==> src/rtl/huffman_seq_ctrl_if.sv <==
// Handshake bundle between the Huffman sequencer, its host and the datapath stages.
// The controller takes the slave view; the host/datapath side takes the master view.
interface huffman_seq_ctrl_if;
    logic       start;
    logic       abort;
    logic [7:0] symbol_count;
    logic       count_done;
    logic       build_tree_finish;
    logic       codegen_done;
    logic       encode_done;
    logic       sub_reset_n;
    logic       count_start;
    logic       build_tree_start;
    logic       codegen_start;
    logic       encode_start;
    logic       single_sym;
    logic       empty;
    logic       busy;
    logic       done;
    logic       timeout_err;
    logic [2:0] stage;

    modport slave (
        input  start, abort, symbol_count,
        input  count_done, build_tree_finish, codegen_done, encode_done,
        output sub_reset_n, count_start, build_tree_start, codegen_start, encode_start,
        output single_sym, empty, busy, done, timeout_err, stage
    );

    modport master (
        output start, abort, symbol_count,
        output count_done, build_tree_finish, codegen_done, encode_done,
        input  sub_reset_n, count_start, build_tree_start, codegen_start, encode_start,
        input  single_sym, empty, busy, done, timeout_err, stage
    );
endinterface

==> src/rtl/huffman_seq_ctrl.sv <==
// Sequencer for the Huffman encode pipeline: count -> tree build -> codegen -> encode.
// Optional per-stage watchdog enabled by defining HUFF_CTRL_TIMEOUT_EN.
module huffman_seq_ctrl #(
    parameter int RST_CYCLES     = 2,
    parameter int TIMEOUT_CYCLES = 65535
) (
    input  logic              clk,
    input  logic              reset,
    huffman_seq_ctrl_if.slave bus
);

    typedef enum logic [2:0] {
        S_IDLE    = 3'd0,
        S_CLEAR   = 3'd1,
        S_COUNT   = 3'd2,
        S_BUILD   = 3'd3,
        S_CODEGEN = 3'd4,
        S_ENCODE  = 3'd5,
        S_DONE    = 3'd6,
        S_ERROR   = 3'd7
    } state_t;

    state_t     state_q, state_d;
    logic [3:0] rst_cnt_q, rst_cnt_d;
    logic       abort_path_q, abort_path_d;
    logic [3:0] prev_q, prev_d;
    logic       sub_reset_n_q, sub_reset_n_d;
    logic       count_start_q, count_start_d;
    logic       build_tree_start_q, build_tree_start_d;
    logic       codegen_start_q, codegen_start_d;
    logic       encode_start_q, encode_start_d;
    logic       single_sym_q, single_sym_d;
    logic       empty_q, empty_d;
    logic       busy_q, busy_d;
    logic       done_q, done_d;
    logic       clear_req, clear_abort;
    logic       cnt_edge, bld_edge, cg_edge, enc_edge;
`ifdef HUFF_CTRL_TIMEOUT_EN
    logic [15:0] wd_q, wd_d;
    logic        timeout_err_q, timeout_err_d;
    logic        wd_expired;
`endif

    assign cnt_edge = bus.count_done        & ~prev_q[0];
    assign bld_edge = bus.build_tree_finish & ~prev_q[1];
    assign cg_edge  = bus.codegen_done      & ~prev_q[2];
    assign enc_edge = bus.encode_done       & ~prev_q[3];
`ifdef HUFF_CTRL_TIMEOUT_EN
    assign wd_expired = (wd_q == 16'(TIMEOUT_CYCLES - 1));
`endif

    always_comb begin
        state_d            = state_q;
        rst_cnt_d          = rst_cnt_q;
        abort_path_d       = abort_path_q;
        prev_d             = {bus.encode_done, bus.codegen_done, bus.build_tree_finish, bus.count_done};
        count_start_d      = 1'b0;
        build_tree_start_d = 1'b0;
        codegen_start_d    = 1'b0;
        encode_start_d     = 1'b0;
        done_d             = 1'b0;
        single_sym_d       = single_sym_q;
        empty_d            = empty_q;
        clear_req          = 1'b0;
        clear_abort        = 1'b0;
`ifdef HUFF_CTRL_TIMEOUT_EN
        timeout_err_d      = timeout_err_q;
        wd_d               = wd_q;
`endif

        case (state_q)
            S_IDLE: begin
                if (bus.start && !bus.abort) clear_req = 1'b1;
            end
            S_CLEAR: begin
                if (bus.abort) begin
                    clear_req   = 1'b1;
                    clear_abort = 1'b1;
                end else if (rst_cnt_q == 4'(RST_CYCLES - 1)) begin
                    if (abort_path_q) begin
                        state_d = S_IDLE;
                    end else begin
                        state_d       = S_COUNT;
                        count_start_d = 1'b1;
                    end
                end else begin
                    rst_cnt_d = rst_cnt_q + 4'd1;
                end
            end
            S_COUNT: begin
                if (bus.abort) begin
                    clear_req   = 1'b1;
                    clear_abort = 1'b1;
                end else if (cnt_edge) begin
                    // Decision uses symbol_count from the same cycle as the done edge.
                    if (bus.symbol_count == 8'd0) begin
                        empty_d = 1'b1;
                        done_d  = 1'b1;
                        state_d = S_DONE;
                    end else if (bus.symbol_count == 8'd1) begin
                        single_sym_d    = 1'b1;
                        codegen_start_d = 1'b1;
                        state_d         = S_CODEGEN;
                    end else begin
                        build_tree_start_d = 1'b1;
                        state_d            = S_BUILD;
                    end
                end
`ifdef HUFF_CTRL_TIMEOUT_EN
                else if (wd_expired) state_d = S_ERROR;
`endif
            end
            S_BUILD: begin
                if (bus.abort) begin
                    clear_req   = 1'b1;
                    clear_abort = 1'b1;
                end else if (bld_edge) begin
                    codegen_start_d = 1'b1;
                    state_d         = S_CODEGEN;
                end
`ifdef HUFF_CTRL_TIMEOUT_EN
                else if (wd_expired) state_d = S_ERROR;
`endif
            end
            S_CODEGEN: begin
                if (bus.abort) begin
                    clear_req   = 1'b1;
                    clear_abort = 1'b1;
                end else if (cg_edge) begin
                    encode_start_d = 1'b1;
                    state_d        = S_ENCODE;
                end
`ifdef HUFF_CTRL_TIMEOUT_EN
                else if (wd_expired) state_d = S_ERROR;
`endif
            end
            S_ENCODE: begin
                if (bus.abort) begin
                    clear_req   = 1'b1;
                    clear_abort = 1'b1;
                end else if (enc_edge) begin
                    done_d  = 1'b1;
                    state_d = S_DONE;
                end
`ifdef HUFF_CTRL_TIMEOUT_EN
                else if (wd_expired) state_d = S_ERROR;
`endif
            end
            S_DONE: begin
                // start is level-sampled here, so a held start chains straight into another run.
                if (bus.start && !bus.abort) clear_req = 1'b1;
                else                         state_d   = S_IDLE;
            end
            S_ERROR: begin
                if (bus.start) clear_req = 1'b1;
            end
            default: state_d = S_IDLE;
        endcase

`ifdef HUFF_CTRL_TIMEOUT_EN
        if (state_d == S_ERROR) timeout_err_d = 1'b1;
        if (state_d != state_q) wd_d = '0;
        else if (state_q inside {S_COUNT, S_BUILD, S_CODEGEN, S_ENCODE}) wd_d = wd_q + 16'd1;
`endif

        if (clear_req) begin
            state_d      = S_CLEAR;
            rst_cnt_d    = '0;
            abort_path_d = clear_abort;
            single_sym_d = 1'b0;
            empty_d      = 1'b0;
`ifdef HUFF_CTRL_TIMEOUT_EN
            timeout_err_d = 1'b0;
`endif
        end

        sub_reset_n_d = !(state_d == S_CLEAR || state_d == S_ERROR);
        busy_d        = state_d inside {S_CLEAR, S_COUNT, S_BUILD, S_CODEGEN, S_ENCODE};
    end

    always_ff @(posedge clk or negedge reset) begin
        if (!reset) begin
            state_q            <= S_IDLE;
            rst_cnt_q          <= '0;
            abort_path_q       <= 1'b0;
            prev_q             <= '0;
            sub_reset_n_q      <= 1'b0;
            count_start_q      <= 1'b0;
            build_tree_start_q <= 1'b0;
            codegen_start_q    <= 1'b0;
            encode_start_q     <= 1'b0;
            single_sym_q       <= 1'b0;
            empty_q            <= 1'b0;
            busy_q             <= 1'b0;
            done_q             <= 1'b0;
`ifdef HUFF_CTRL_TIMEOUT_EN
            wd_q               <= '0;
            timeout_err_q      <= 1'b0;
`endif
        end else begin
            state_q            <= state_d;
            rst_cnt_q          <= rst_cnt_d;
            abort_path_q       <= abort_path_d;
            prev_q             <= prev_d;
            sub_reset_n_q      <= sub_reset_n_d;
            count_start_q      <= count_start_d;
            build_tree_start_q <= build_tree_start_d;
            codegen_start_q    <= codegen_start_d;
            encode_start_q     <= encode_start_d;
            single_sym_q       <= single_sym_d;
            empty_q            <= empty_d;
            busy_q             <= busy_d;
            done_q             <= done_d;
`ifdef HUFF_CTRL_TIMEOUT_EN
            wd_q               <= wd_d;
            timeout_err_q      <= timeout_err_d;
`endif
        end
    end

    assign bus.sub_reset_n      = sub_reset_n_q;
    assign bus.count_start      = count_start_q;
    assign bus.build_tree_start = build_tree_start_q;
    assign bus.codegen_start    = codegen_start_q;
    assign bus.encode_start     = encode_start_q;
    assign bus.single_sym       = single_sym_q;
    assign bus.empty            = empty_q;
    assign bus.busy             = busy_q;
    assign bus.done             = done_q;
    assign bus.stage            = state_q;
`ifdef HUFF_CTRL_TIMEOUT_EN
    assign bus.timeout_err      = timeout_err_q;
`else
    assign bus.timeout_err      = 1'b0;
`endif

endmodule

==> src/flat_wrapper.sv <==
// flat-port wrapper written by rule: the top's interface ports become plain ports
module huffman_seq_ctrl_flat 
#(
    parameter int RST_CYCLES     = 2,
    parameter int TIMEOUT_CYCLES = 65535
)
  (clk, reset, bus_start, bus_abort, bus_symbol_count, bus_count_done, bus_build_tree_finish, bus_codegen_done, bus_encode_done, bus_sub_reset_n, bus_count_start, bus_build_tree_start, bus_codegen_start, bus_encode_start, bus_single_sym, bus_empty, bus_busy, bus_done, bus_timeout_err, bus_stage);
  huffman_seq_ctrl_if bus_i ();
  input  logic clk;
  input  logic reset;
  input wire logic [$bits(bus_i.start)-1:0] bus_start;
  input wire logic [$bits(bus_i.abort)-1:0] bus_abort;
  input wire logic [$bits(bus_i.symbol_count)-1:0] bus_symbol_count;
  input wire logic [$bits(bus_i.count_done)-1:0] bus_count_done;
  input wire logic [$bits(bus_i.build_tree_finish)-1:0] bus_build_tree_finish;
  input wire logic [$bits(bus_i.codegen_done)-1:0] bus_codegen_done;
  input wire logic [$bits(bus_i.encode_done)-1:0] bus_encode_done;
  output wire logic [$bits(bus_i.sub_reset_n)-1:0] bus_sub_reset_n;
  output wire logic [$bits(bus_i.count_start)-1:0] bus_count_start;
  output wire logic [$bits(bus_i.build_tree_start)-1:0] bus_build_tree_start;
  output wire logic [$bits(bus_i.codegen_start)-1:0] bus_codegen_start;
  output wire logic [$bits(bus_i.encode_start)-1:0] bus_encode_start;
  output wire logic [$bits(bus_i.single_sym)-1:0] bus_single_sym;
  output wire logic [$bits(bus_i.empty)-1:0] bus_empty;
  output wire logic [$bits(bus_i.busy)-1:0] bus_busy;
  output wire logic [$bits(bus_i.done)-1:0] bus_done;
  output wire logic [$bits(bus_i.timeout_err)-1:0] bus_timeout_err;
  output wire logic [$bits(bus_i.stage)-1:0] bus_stage;
  assign bus_i.start = bus_start;
  assign bus_i.abort = bus_abort;
  assign bus_i.symbol_count = bus_symbol_count;
  assign bus_i.count_done = bus_count_done;
  assign bus_i.build_tree_finish = bus_build_tree_finish;
  assign bus_i.codegen_done = bus_codegen_done;
  assign bus_i.encode_done = bus_encode_done;
  assign bus_sub_reset_n = bus_i.sub_reset_n;
  assign bus_count_start = bus_i.count_start;
  assign bus_build_tree_start = bus_i.build_tree_start;
  assign bus_codegen_start = bus_i.codegen_start;
  assign bus_encode_start = bus_i.encode_start;
  assign bus_single_sym = bus_i.single_sym;
  assign bus_empty = bus_i.empty;
  assign bus_busy = bus_i.busy;
  assign bus_done = bus_i.done;
  assign bus_timeout_err = bus_i.timeout_err;
  assign bus_stage = bus_i.stage;
  huffman_seq_ctrl #(.RST_CYCLES(RST_CYCLES), .TIMEOUT_CYCLES(TIMEOUT_CYCLES)) u_core (.clk(clk), .reset(reset), .bus(bus_i));
endmodule
==> config.mk <==
export PLATFORM = sky130hd
export DESIGN_NAME = huffman_seq_ctrl_flat
export DESIGN_NICKNAME = d
export VERILOG_FILES = /design/src/rtl/huffman_seq_ctrl_if.sv /design/src/rtl/huffman_seq_ctrl.sv /design/src/flat_wrapper.sv
export SDC_FILE = /design/constraint.sdc
export NUM_CORES = 1
export LEC_CHECK = 0
export CAP_MARGIN = 25
export CORE_MARGIN = 10
export CORE_UTILIZATION = 42
export CTS_BUF_LIST = sky130_fd_sc_hd__clkbuf_8 sky130_fd_sc_hd__clkbuf_16
export DETAILED_ROUTE_END_ITERATION = 7
export HOLD_SLACK_MARGIN = 0.1
export PLACE_DENSITY = 0.7
export SYNTH_ARGS = -nofsm -noshare
export SYNTH_HDL_FRONTEND = slang
export SYNTH_SLANG_ARGS = --single-unit
export TNS_END_PERCENT = 100
==> constraint.sdc <==
create_clock -name clk -period 3.65 [get_ports clk]
set_input_delay 0.365 -clock clk [delete_from_list [all_inputs] [get_ports clk]]
set_output_delay 0.365 -clock clk [all_outputs]
set_load 0.02 [all_outputs]
# Yosys cells after proc, flatten, opt, wreduce, memory -nomap -nowiden
# Cells that the tools add are included.
[totals]
out_inout_bits = 13
inputBits = 16
reg_bits = 21
word_cells = 118
[op_classes]
n_addsub = 1
reduce_logical = 17
mux = 61
n_eq_ne = 18
bitwise = 8
[ops]
columns = ["operator", "n"]
rows = [
  ["3-bit two-way mux", 14],
  ["1-bit two-way mux", 38],
  ["3-bit equality test, second input constant", 7],
  ["3-bit case mux with 6 select lines", 1],
  ["4-bit two-way mux", 4],
  ["3-bit by 2-bit equality test with 1-bit output, second input constant", 4],
  ["2-bit nonzero test", 5],
  ["8-bit by 1-bit equality test with 1-bit output, second input constant", 1],
  ["8-bit logical NOT", 1],
  ["3-bit by 1-bit equality test with 1-bit output, second input constant", 2],
  ["2-bit by 1-bit inequality test with 1-bit output, second input constant", 3],
  ["5-bit AND reduction", 1],
  ["5-bit nonzero test", 1],
  ["5-bit OR reduction", 1],
  ["4-bit by 1-bit adder with 4-bit output, second input constant", 1],
  ["1-bit AND", 4],
  ["4-bit by 1-bit equality test with 1-bit output, second input constant", 1],
  ["1-bit inverter", 4],
  ["1-bit case mux with 2 select lines", 2],
  ["4-bit AND reduction", 1],
  ["3-bit logical NOT", 1],
  ["1-bit case mux with 3 select lines", 1],
  ["3-bit AND reduction", 1],
  ["1-bit logical NOT", 2],
  ["4 further kinds", 4],
]

# Logic depth before layout (Yosys ltp)
# Gate-level depths: netlist (run 1).
[depth]
word_depth = 10
depth_mapped = 7
depth_no_buf = 7

# Worst setup path before layout (run 1)
# No wires, ideal clock.
[synth_timing]
path_kind = "register to register"
startpoint = "register u_core.state_q[2], in the netlist u_core.bus.stage[2]"
endpoint = "register u_core.sub_reset_n_q, in the netlist u_core.bus.sub_reset_n"
setup_time_ns = 0.139
path_stages_with_launch = 7
slack_ns = 1.795
required_time_ns = 3.511
t_arrival_ns = 1.716
path_buffers = 1
period_less_slack_ns = 1.855
path_cell_list = "dfrtp_1 -> buf_4 -> or4b_1 -> a32oi_1 -> nor2_1 -> o311ai_0 -> nand3_1"
[synth_between]
elab_chain_len = 7
elab_cells_between_ends = 28
classes_between = "9 x eq/ne; 14 x mux; 5 x reduce/logical"
[synth_lines]
columns = ["item", "line_no", "rtl"]
rows = [
  ["from (decl)", "huffman_seq_ctrl.sv:23", "state_t state_q, state_d;"],
  ["from (signal assigned)", "huffman_seq_ctrl.sv:201", "state_q <= state_d;"],
  ["3-bit by 1-bit equality test with 1-bit output, or another cell as far along", "huffman_seq_ctrl.sv:71", "case (state_q)"],
  ["5-bit OR reduction (no source line), or another cell as far along", "n/a", ""],
  ["1-bit case mux with 3 select lines or 3-bit case mux with 6 select lines (tied branches)", "huffman_seq_ctrl.sv:71", ""],
  ["3-bit two-way mux (*)", "huffman_seq_ctrl.sv:166", "if (clear_req) begin"],
  ["3-bit by 1-bit equality test with 1-bit output or 3-bit equality test (tied branches)", "huffman_seq_ctrl.sv:177", "sub_reset_n_d = !(state_d == S_CLEAR || state_d == S_ERROR);"],
  ["1-bit logical OR (*)", "huffman_seq_ctrl.sv:177", ""],
  ["1-bit logical NOT (*)", "huffman_seq_ctrl.sv:177", ""],
  ["via u_core.sub_reset_n_d", "huffman_seq_ctrl.sv:27", "logic sub_reset_n_q, sub_reset_n_d;"],
  ["to (signal assigned)", "huffman_seq_ctrl.sv:205", "sub_reset_n_q <= sub_reset_n_d;"],
  ["to (decl)", "huffman_seq_ctrl.sv:27", ""],
]
# The timed path passes the listed nets; every way through them passes the cells marked *.
# A chain may end at the register's enable or synchronous reset.

# Worst setup path after layout (run 1)
[layout_timing]
startpoint = "input bus_abort"
endpoint = "register u_core.busy_q, in the netlist u_core.bus.busy"
[layout_between]
elab_chain_len = 7
elab_cells_between_ends = 19
classes_between = "5 x eq/ne; 11 x mux; 3 x reduce/logical"
[layout_lines]
columns = ["item", "line_no", "rtl"]
rows = [
  ["from (decl)", "flat_wrapper.sv:12", "input wire logic [$bits(bus_i.abort)-1:0] bus_abort;"],
  ["1-bit logical NOT", "huffman_seq_ctrl.sv:73, huffman_seq_ctrl.sv:151", ""],
  ["1-bit logical AND", "huffman_seq_ctrl.sv:73, huffman_seq_ctrl.sv:151", ""],
  ["3-bit two-way mux or 1-bit two-way mux (tied branches)", "huffman_seq_ctrl.sv:151, huffman_seq_ctrl.sv:73", ""],
  ["3-bit case mux with 6 select lines or 1-bit case mux with 3 select lines (tied branches)", "huffman_seq_ctrl.sv:71", ""],
  ["3-bit two-way mux (*)", "huffman_seq_ctrl.sv:166", ""],
  ["via u_core.state_d[2]", "huffman_seq_ctrl.sv:23", ""],
  ["3-bit by 1-bit equality test with 1-bit output, or another cell as far along", "huffman_seq_ctrl.sv:178", "busy_d = state_d inside {S_CLEAR, S_COUNT, S_BUILD, S_CODEGEN, S_ENCODE};"],
  ["5-bit nonzero test (*)", "huffman_seq_ctrl.sv:178", ""],
  ["via u_core.busy_d", "huffman_seq_ctrl.sv:34", "logic busy_q, busy_d;"],
  ["to (signal assigned)", "huffman_seq_ctrl.sv:212", "busy_q <= busy_d;"],
  ["to (decl)", "huffman_seq_ctrl.sv:34", ""],
]
# Marks and branches as above.

==> metrics, run 1 <==
Final Hold Viols 0; core footprint between 2000 and 3000 sq um; Site Rows 18; Initial Utilization roughly 45%; internal power ~0.00043 W; Starting DRT DRC Count 51; via count 938; Congestion Overflow GR 0; die width between 70 and 80 um; Chip Height 72.50 um; RSZ-0062 raised after global routing no; Final Util 57.62%; ys flop type dfrtp_1; Worst Path Arrival between 2 and 2.5 ns; pre-CTS setup slack between 1 and 1.5 ns; Sw Ratio between 30% and 40%; global-route wire length before repair about 4600 um; vias in the first global route between 900 and 1000; first-pass iteration count of the detailed router 4; synthesized area about 1200 sq um; startpoint types primary input; Yosys warning count 0; Syn Nets about 130; Max-Cap Viols 0; post-route setup slack roughly 1.4 ns; latest clock arrival within the worst-skew pair about 0.26 ns; RePlAce Congestion between 0.8 and 0.9; Detail Placement HPWL roughly 2000 um; post-synthesis area per instance about 10 sq um; Final Setup Violations 0; postcts setup bufs 0; sequential share of power 46.4%; CTS clk-pin slew, worst paths 0.08 ns; slowest CP cell clkdlybuf4s50_1; synthesized instance count about 110; die area roughly 5300 sq um; setup TNS 0 ns; WS Path Type in2reg; clock sinks 21; area grow syn2layout 26.70%; # port buffers 27; Post-synth ARST share 100.0%; CTS Buffer Depth 2; post-synthesis sequential area ratio between 40% and 50%; largest cells by area after synthesis dfrtp_1, nor2_1, nand4_1; Tightest Pin Transition ~0.67 ns; CP Capture Type register; HP Class in2async; Root Driver clkbuf_8; post-synth top area cell dfrtp_1; share of the synthesized area in the top cell type ~45%; minimum clock period around 2.3 ns; DRC viols 0; Final Max Tran Viols 0; cts repair resizes 0; Final Skew roughly 0.0015 ns; worst endpoint required time between 3 and 4 ns; share of layout cells above drive strength 1 approximately a tenth; Slowest Stage Delay on Critical Path between 0.6 and 0.7 ns; via/cell ratio between 5 and 6; Switch Pwr between 0.0002 and 0.00025 W; buffers plus inverters on the worst setup path 1; cts hold-fix bufs 0; Power Density 438.9 nW/um^2; Clk network pwr share roughly 24%; fin nets 154; Max VDD drop 337.0 uV; cts bufs inserted 3; P_leak approximately 0.6 nW; Max H-tree Level 1; cell family with most CP delay simple AND/OR/NAND/NOR gates; diodes inserted 0; largest net degree at the start of global routing 22; Comb pwr share between 20% and 30%; Final period util a little over three fifths; outcome finished, final reports clean; worst-path cell chain clkdlybuf4s50_1 > nor2_4 > nand4_1 > a311oi_2 > or4b_1 > nand3b_1; post-route ant nets 0; Synth cell types 42; post-DR wirelength/cell between 15 and 20 um; number of synthesized flops with an enable pin 0; Max-slew headroom 55.19%; Routed WL 2776 um; initial antenna violation count 0; f_max 0.4377 GHz; I/O pins 29; Crit Path Max Fanout 14; Seq cells post-synth 21; GRT Util Overall a little over a tenth; CTS tree yes
[worst reg2reg max path: stages (launching register included)]
cell,delay (ns)
dfrtp_1,0.63
nor2_4,0.28
nand4_1,0.23
a311oi_2,0.35
or4b_1,0.49
nand3b_1,0.11
[cell type report]
class / instances / area (sq um)
fill: 219 / 1079
multi-input combinational: 79 / 564.3
sequential: 21 / 525.5
timing repair buffer: 28 / 281.5
clock buffer: 3 / 41.29
tap: 30 / 37.54
inverter: 3 / 11.26
clock inverter: 1 / 5.005
[routing by layer]
| layer | global-route usage, % | part of all wire [%] | up-vias |
|---|---|---|---|
| li1 | - | - | 453 |
| met1 | 12.26 | 42 | 452 |
| met2 | 17.69 | 48 | 29 |
| met3 | 4.762 | 8.7 | 4 |
| met4 | 4.430 | 1.1 | 0 |
| met5 | 0 | 0 | - |
[cells in the mapped netlist (all sizes together), types with 4 or more instances]
master   n
buf      7
nor2b    4
nor2    10
nand2    5
nand3    5
nand4    6
nor3     5
dfrtp   21
[final timing paths]
check,startpoint,to,slack (ns),cells past startpoint
min in group clk,u_core.bus.empty$_DFFE_PN0P_,u_core.bus.empty$_DFFE_PN0P_,0.51,2
max in group asynchronous,reset,u_core.bus.stage[1]$_DFF_PN0_,2.75,2
setup / recovery,bus_abort,u_core.bus.busy$_DFF_PN0_,1.37,6
setup reg to reg,u_core.bus.stage[2]$_DFF_PN0_,u_core.bus.busy$_DFF_PN0_,1.49,5
hold / removal,reset,u_core.prev_q[2]$_DFF_PN0_,0.44,1
hold reg to reg,u_core.bus.empty$_DFFE_PN0P_,u_core.bus.empty$_DFFE_PN0P_,0.51,2
[sequential cells by signal, indices dropped and copies added (netlist names)]
register / cells
u_core.bus.stage: 3
u_core.rst_cnt_q: 4
u_core.bus.encode_start: 1
u_core.bus.done: 1
u_core.bus.build_tree_start: 1
u_core.bus.empty: 1
u_core.bus.count_start: 1
u_core.bus.single_sym: 1
u_core.prev_q: 4
u_core.bus.sub_reset_n: 1
u_core.bus.busy: 1
u_core.bus.codegen_start: 1
u_core.abort_path_q: 1
[layout by cell type (no fill, tap or decap), types with 2 or more instances in the layout]
cell	instances
nand2_1	5
ha_1	2
a21oi_1	3
o21ai_0	3
clkdlybuf4s50_1	27
nand3_1	5
xor2_1	2
dfrtp_1	21
nor3_1	5
or4b_1	3
nand4_1	5
nor3b_1	2
nor2b_1	4
a211oi_1	3
nand3b_1	2
or2_2	2
nand2b_1	3
nor2_1	9
clkbuf_8	3
inv_1	3
nor4bb_1	2
[power groups by stage]
stage / clock network (W) / registers [W] / logic, W
floorplan: 0 / 0.000302 / 0.000118
global placement: 0 / 0.000301 / 0.000183
detailed placement: 0 / 0.000302 / 0.000191
CTS: 0.000159 / 0.000298 / 0.000192
global route: 0.000170 / 0.000304 / 0.000211
finish: 0.000155 / 0.000298 / 0.000190
[stage by stage]
stage | area [sq um] | std cells | hold slack (ns) | total power [W]
floorplan | 1157 | 111 | 0.06941 | 0.0004199
global placement | 1409 | 160 | 0.4935 | 0.0004835
detailed placement | 1409 | 160 | 0.4905 | 0.0004929
CTS | 1455 | 164 | 0.5128 | 0.0006492
global route | 1466 | 165 | 0.4620 | 0.0006849
finish | 1466 | 165 | 0.4354 | 0.0006436
[cell families (layout without fill, tap and decap cells)]
family | after synthesis | in the layout | share of synthesized area [%]
compound gates | 17 | 17 | 11.03
xor+xnor | 3 | 3 | 2.271
fa+ha+maj | 2 | 2 | 2.162
buf+inv | 11 | 35 | 5.837
flops | 21 | 21 | 45.41
other cells | 1 | 1 | 0.3240
simple gates | 56 | 56 | 32.97
Power figures use the tool's default switching activity.
==> run 2, diff against run 1 <==
- PLACE_DENSITY: 0.7 -> 0.73
- clock period: 3.65 -> 2.05 ns (I/O delays scaled with it)
==> metrics, run 2 (synthesized netlist as in run 1, its figures left out) <==
Final Skew roughly 0.011 ns; WS Path Type in2reg; Final Max Tran Viols 0; cts bufs inserted 3; Final Setup Violations 0; initial antenna violation count 0; Power Density approximately 740 nW/um^2; diodes inserted 0; first-pass iteration count of the detailed router 4; slowest CP cell or4b_1; non-filler cells, final approximately 180; postcts setup bufs 0; worst-path cell chain clkdlybuf4s50_1 > buf_4 > or4b_1 > nor3_1 > or2_2 > o311ai_0 > nand3b_1; cts hold-fix bufs 0; Initial Utilization about 45%; startpoint types primary input; Max-Cap Viols 0; die area 5256 sq um; post-DR wirelength/cell ~16 um; via/cell ratio about 5.5; CTS clk-pin slew, worst paths about 0.080 ns; most common cell after layout, fill and taps aside clkdlybuf4s50_1; clock sinks 21; # port buffers 27; latest clock arrival within the worst-skew pair 0.26 ns; Worst Path Arrival roughly 2.1 ns; largest net degree at the start of global routing 22; via count between 900 and 1000; fin area around 1600 sq um; Slowest Stage Delay on Critical Path between 0.5 and 0.6 ns; vias in the first global route between 1000 and 1500; RSZ-0062 raised after global routing no; Routed WL roughly 2900 um; fin nets 170; Starting DRT DRC Count between 40 and 50; pre-CTS setup slack -0.1416 ns; GRT Util Overall 11.29%; Site Rows 18; Max H-tree Level 1; CTS tree yes; DRC viols 0; worst endpoint required time about 2.2 ns; Crit Path Max Fanout 10; CTS Buffer Depth 2; GRT met3 Usage approximately 3.3%; Pwr Total ~0.0012 W; I/O pins 29; Max VDD drop roughly 500 uV; Root Driver clkbuf_8; Congestion Overflow GR 0; CP Capture Type register; Placed Cells roughly 180; share of layout cells above drive strength 1 20.53%; most frequent cells in the layout clkdlybuf4s50_1, dfrtp_1, buf_4; post-route ant nets 0; area grow syn2layout 36.97%; Final Hold Viols 0; Post-Place Cell Area 1536 sq um; HP Class in2async; RePlAce Congestion around 0.85; core footprint 2545 sq um; global-route wire length before repair just under 5000 um; Final period util a little over nine tenths; minimum clock period about 1.9 ns; Detail Placement HPWL around 2200 um; P_leak 0.6686 nW; met1 GRT Util 13.41%; Chip Height 72.50 um; gr busiest metal met2; die width a little over 70 um; outcome finished, final reports clean; f_max 0.5179 GHz; post-route setup slack 0.1191 ns; cts repair resizes 0; met2 GRT Util between 10% and 20%
[run 2: worst max-delay path, delay by kind of cell]
family,cells,cell delay (ns)
AOI/OAI and AO/OA,1,0.15
buffers and inverters,2,0.68
and+or+nand+nor,4,1.08
[run 2: final timing paths]
path / startpoint / end / slack, ns / cells after the start
max: bus_abort / u_core.bus.busy$_DFF_PN0_ / 0.12 / 7
min: reset / u_core.prev_q[1]$_DFF_PN0_ / 0.28 / 2
max reg2reg: u_core.bus.stage[2]$_DFF_PN0_ / u_core.bus.sub_reset_n$_DFF_PN0_ / 0.16 / 6
min reg2reg: u_core.bus.empty$_DFFE_PN0P_ / u_core.bus.empty$_DFFE_PN0P_ / 0.52 / 2
max in group asynchronous: reset / u_core.bus.stage[0]$_DFF_PN0_ / 1.51 / 2
min in group clk: bus_encode_done / u_core.prev_q[3]$_DFF_PN0_ / 0.40 / 1
[run 2: area by class of cell]
| cell class | instances | area [sq um] |
|---|---|---|
| multi-input cells | 79 | 566.8 |
| fillers | 209 | 959.7 |
| well taps | 30 | 37.54 |
| clock inverters | 1 | 3.754 |
| inverters | 3 | 11.26 |
| clock buffers | 3 | 41.29 |
| flip-flops and latches | 21 | 526.8 |
| repair buffers | 44 | 397.9 |
[run 2: report_power, final]
part | total [W] | internal (W) | switching, W
Clock | 0.000265 | 0.000133 | 0.000132
Sequential | 0.000525 | 0.000467 | 0.0000573
Combinational | 0.000384 | 0.000196 | 0.000188
[run 2: per-layer routing]
metal / up-vias / part of all wire [%] / routed length [um]
met4: 0 / 1.9 / 55
li1: 479 / - / -
met3: 6 / 8.2 / 235
met2: 38 / 46 / 1322
met1: 464 / 43 / 1242
met5: - / 0 / 0
[run 2: through the flow]
stage	utilization [%]	hold WS (ns)	TNS, ns
after global routing	62.29	0.3115	0
after global placement	60.37	0.4945	-0.2436
after CTS	62.14	0.2964	0
after floorplan	-	-0.09059	0
final	62.29	0.2849	0
after detailed placement	60.37	0.5056	-0.3725
==> run 3, diff against run 2 <==
- CORE_ASPECT_RATIO: unset -> 1.25
==> metrics, run 3 (synthesized netlist as in run 1, its figures left out) <==
outcome finished, final reports clean; initial antenna violation count 0; Site Rows 21; startpoint types register; CTS tree yes; via count just over 1000; fin area 1604 sq um; non-filler cells, final ~190; sequential share of power 43.5%; Crit Path Max Fanout 8; Final period util between 90% and 100%; Power Density 745.9 nW/um^2; Starting DRT DRC Count 25; Sw Ratio 32.61%; cts repair resizes 0; Final Setup Violations 0; internal power a little over 0.0008 W; post-route setup slack roughly 0.13 ns; Congestion Overflow GR 0; minimum clock period between 1.5 and 2 ns; largest net degree at the start of global routing 22; latest clock arrival within the worst-skew pair 0.25 ns; Final Skew between 0.003 and 0.004 ns; global-route wire length before repair approximately 4900 um; Worst Path Arrival about 2 ns; RePlAce Congestion about 0.89; WS Path Type reg2reg; f_max between 0.5 and 0.6 GHz; die area 5268 sq um; # port buffers 27; DRC viols 0; post-DR wirelength/cell 15.28 um; Switch Pwr 0.0003901 W; Routed WL ~2800 um; R2R cell count 5; worst endpoint required time about 2.2 ns; most common cell after layout, fill and taps aside clkdlybuf4s50_1; first-pass iteration count of the detailed router 6; diodes inserted 0; Placed Cells 182; core footprint 2654 sq um; most frequent cells in the layout clkdlybuf4s50_1, dfrtp_1, buf_4; GRT Util Overall between 10% and 20%; Chip Height roughly 80 um; CTS Buffer Depth 2; I/O pins 29; via/cell ratio roughly 5.5; die width between 60 and 70 um; Clk network pwr share around 22%; fin nets about 170; RSZ-0062 raised after global routing no; Max VDD drop 424.9 uV; Fin Hold WS 0.2835 ns; pre-CTS setup slack -0.1146 ns; cts hold-fix bufs 0; Detail Placement HPWL ~2400 um; CTS clk-pin slew, worst paths 0.08 ns; P_leak 0.6799 nW; Final Hold Viols 0; vias in the first global route between 1000 and 1500; share of layout cells above drive strength 1 a little over a fifth; Initial Utilization a little over two fifths; cts bufs inserted 3; postcts setup bufs 0; area grow syn2layout 38.59%; Comb pwr share between 30% and 40%; Post-Place Cell Area between 1500 and 2000 sq um; Root Driver clkbuf_8; setup TNS 0 ns; clock sinks 21; HP Class in2async; post-route ant nets 0; CP Capture Type register; Final Max Tran Viols 0; Max-Cap Viols 0; Max H-tree Level 1
[run 3: worst max-delay path: stages, from the launching register on]
cell	delay, ns
dfrtp_1	0.48
or4b_1	0.61
nor3_1	0.30
or2_2	0.19
or4b_1	0.12
nand3b_1	0.08
[run 3: routing by layer]
metal  global-route usage, %  wire, um  up-vias
met2                   19.39      1468       39
met4                   2.469        48        0
met3                   3.792       223       10
li1                        -         -      484
met5                       0         0        -
met1                   13.12      1102      487
[run 3: path summary, 6_finish.rpt]
path                            slack (ns)                                 to                         startpoint
max in group asynchronous             1.54      u_core.bus.stage[2]$_DFF_PN0_                              reset
worst min-delay path                  0.28  u_core.bus.encode_start$_DFF_PN0_                              reset
worst max register to register        0.13          u_core.bus.busy$_DFF_PN0_      u_core.bus.stage[1]$_DFF_PN0_
min in group clk                      0.41         u_core.prev_q[1]$_DFF_PN0_              bus_build_tree_finish
worst max-delay path                  0.13          u_core.bus.busy$_DFF_PN0_      u_core.bus.stage[1]$_DFF_PN0_
worst min register to register        0.52  u_core.bus.single_sym$_DFFE_PN0P_  u_core.bus.single_sym$_DFFE_PN0P_
[run 3: area by class of cell]
class / count / area [sq um]
clock buffers: 3 / 41.29
clock inverters: 1 / 5.005
fillers: 227 / 1050
inverters: 3 / 11.26
multi-input cells: 79 / 569.3
flip-flops and latches: 21 / 526.8
well taps: 34 / 42.54
repair buffers: 45 / 407.9
[run 3: power groups by stage]
stage	clock, W	combinational [W]	sequential [W]
final	0.000268	0.000408	0.000520
after global routing	0.000293	0.000446	0.000527
after CTS	0.000270	0.000412	0.000519
after detailed placement	0	0.000411	0.000526
after global placement	0	0.000389	0.000523
after floorplan	0	0.000209	0.000538
[run 3: per-stage QoR]
| stage | power (W) | utilization [%] |
|---|---|---|
| 2_1_floorplan | 0.0007476 | - |
| 3_3_place_gp | 0.0009121 | 58.37 |
| 3_5_place_dp | 0.0009369 | 58.37 |
| 4_1_cts | 0.001201 | 60.11 |
| 5_1_grt | 0.001266 | 60.44 |
| 6_report | 0.001196 | 60.44 |
==> patch: new RTL, flow settings as in run 2 <==
Build with the macro `HUFF_CTRL_TIMEOUT_EN` defined.
--- a/src/rtl/huffman_seq_ctrl.sv
+++ b/src/rtl/huffman_seq_ctrl.sv
@@ -1,5 +1,7 @@
 // Sequencer for the Huffman encode pipeline: count -> tree build -> codegen -> encode.
 // Optional per-stage watchdog enabled by defining HUFF_CTRL_TIMEOUT_EN.
+`define HUFF_CTRL_TIMEOUT_EN
+
 module huffman_seq_ctrl #(
     parameter int RST_CYCLES     = 2,
     parameter int TIMEOUT_CYCLES = 65535
Check against the original RTL: no difference found for any inputs over 10 cycles, from zero or initial values and one cycle with reset low; that may be too few to reach the edited logic, so the function may still have changed.
==> patch against run 2 <==
Setup slack got worse by 280 ps; combinational power rose to 5.5 times the old value; via count rose by 93%; clock power rose to 3.0 times the old value; the run now ends with negative setup slack left; total power rose to 3.3 times the old value; routed wire length rose by 93%; final area rose by 98%; synthesized cell count rose by 95%; sequential power rose by 81%; area after synthesis rose by 80%; critical path depth rose by 1; sequential cell count rose by 17; cell count rose by 100%.
==> patch: results <==
export IMPL_outcome="finished, violations left"
export IMPL_violations="negative setup slack"
export IMPL_ir_drop_v=0.000556
export IMPL_min_path_type="in -> async"
export IMPL_dpl_cell_area_sq_mm=0.00281
export IMPL_seq_area_frac_synth_pct=45.7
export IMPL_avgSynthCellArea_sq_um=9.59
export IMPL_fill_cells=373
export IMPL_worstMarginPinSlew_ps=395
export IMPL_clockBufferDepth=2
export IMPL_stdcell_count=371
export IMPL_syn_nets=237
export IMPL_synthTopCellsByArea="dfrtp_1 46%, xor2_1 7.2%, nor2_1 6.1%"
export IMPL_path_max_fanout=8
export IMPL_setup_violations=19
export IMPL_port_buffers=28
export IMPL_grt_usage_pct=13.0
export IMPL_antenna_found_initial=0
export IMPL_yosys_warnings=0
export IMPL_slowest_delay_ps=410
export IMPL_cts_inserted_buffers=5
export IMPL_dr_total_vias=1905
export IMPL_pre_cts_ws_ps=-403
export IMPL_tns_ps=-1980
export IMPL_top_regs="u_core.wd_q x16, u_core.prev_q x4, u_core.rst_cnt_q x4"
export IMPL_grt_max_degree=23
export IMPL_drt_pass1_iterations=4
export IMPL_placed_cells=356
export IMPL_gp_congestion=0.948
export IMPL_slowest_stage="a211o_4"
export IMPL_drt_iter0_drc=138
export IMPL_cts_root_buf="clkbuf_8"
export IMPL_synth_cell_types=55
export IMPL_p_leak_nw=1.41
export IMPL_htreeDepth=2
export IMPL_diodes=0
export IMPL_crit_arrival_ps=2420
export IMPL_drive_gt1_share_pct=32.9
export IMPL_finalWorstSetupSlack_ps=-163
export IMPL_grt_pass1_wl_mm=8.92
export IMPL_clk_pin_slew_ps=80
export IMPL_dp_hpwl_mm=3.95
export IMPL_fin_skew_ps=10.1
export IMPL_ys_top_cells_by_count="38 x dfrtp_1, 34 x nor2_1, 17 x xor2_1"
export IMPL_routed_wl_mm=5.50
export IMPL_fin_nets=323
export IMPL_clk_insertion_delay_late_ps=290
export IMPL_async_flop_share_pct=100
patch: cell count changes after synthesis, moves of 3 or more:
cell,run 2,this run
a211oi_1,3,0
a21oi_1,3,10
dfrtp_1,21,38
inv_1,3,7
nand2_1,5,15
nand3_1,5,9
nor2_1,9,34
nor2b_1,4,8
nor4_1,0,3
or4b_1,3,0
xor2_1,2,17
patch: worst paths after layout:
| kind | from | endpoint | slack [ps] | cells past startpoint |
|---|---|---|---|---|
| worst max-delay path | u_core.rst_cnt_q[1]$_DFFE_PN0P_ | u_core.wd_q[1]$_DFFE_PN0P_ | -160 | 8 |
| min in group clk | bus_count_done | u_core.prev_q[0]$_DFF_PN0_ | 380 | 1 |
| max in group asynchronous | reset | u_core.wd_q[1]$_DFFE_PN0P_ | 1070 | 3 |
| worst min-delay path | reset | u_core.prev_q[3]$_DFF_PN0_ | 360 | 2 |
| worst min register to register | u_core.bus.single_sym$_DFFE_PN0P_ | u_core.bus.single_sym$_DFFE_PN0P_ | 500 | 2 |
| worst max register to register | u_core.rst_cnt_q[1]$_DFFE_PN0P_ | u_core.wd_q[1]$_DFFE_PN0P_ | -160 | 8 |
patch: layout make-up:
class	instances	area [sq um]	share of cell area (%)
multi-input cells	165	1210	38.5
flip-flops and latches	38	953	30.4
repair buffers	86	726	23.1
well taps	67	83.8	2.67
clock buffers	6	82.6	2.63
clock inverters	2	60.1	1.91
inverters	7	26.3	0.837
patch: routing by layer:
layer | wire length [um] | global-route usage (%) | vias up
met5 | 0 | 0 | -
met4 | 96 | 2.92 | 0
met3 | 266 | 3.82 | 13
met2 | 2780 | 22.4 | 53
met1 | 2360 | 15.6 | 895
li1 | - | - | 944
patch: repair_timing:
action	4_1_cts	5_1_grt
gates resized for setup	6	22
setup endpoints to repair	19	20
setup buffers	1	5
endpoints found under the hold margin	16	0
pin swaps	5	12
cloned	1	0
hold buffers	1	0
patch: power breakdown:
part	leakage [nW]	total [mW]	switching [mW]	internal (mW)
Sequential	0.504	0.952	0.0986	0.853
Clock	0.0714	0.787	0.268	0.519
Combinational	0.837	2.11	1.05	1.05
Total	1.41	3.85	1.42	2.43
patch: cells by family (layout without fill, tap and decap cells):
family | after synthesis | count (layout) | share of synthesized area (%)
adder cells (fa/ha/maj) | 4 | 4 | 2.40
buffers and inverters | 15 | 101 | 3.43
flip-flops | 38 | 38 | 45.7
AND/OR/NAND/NOR | 103 | 103 | 26.1
AO/OA/AOI/OAI | 36 | 37 | 13.5
XOR/XNOR | 20 | 20 | 8.41
multiplexers | 1 | 1 | 0.541
patch: critical path, delay by kind of cell (launching register included):
family,cells,cell delay (ps)
buffers and inverters,1,70
DFF,1,390
adders and majority gates,1,110
AOI/OAI and AO/OA,5,1150
and+or+nand+nor,1,390
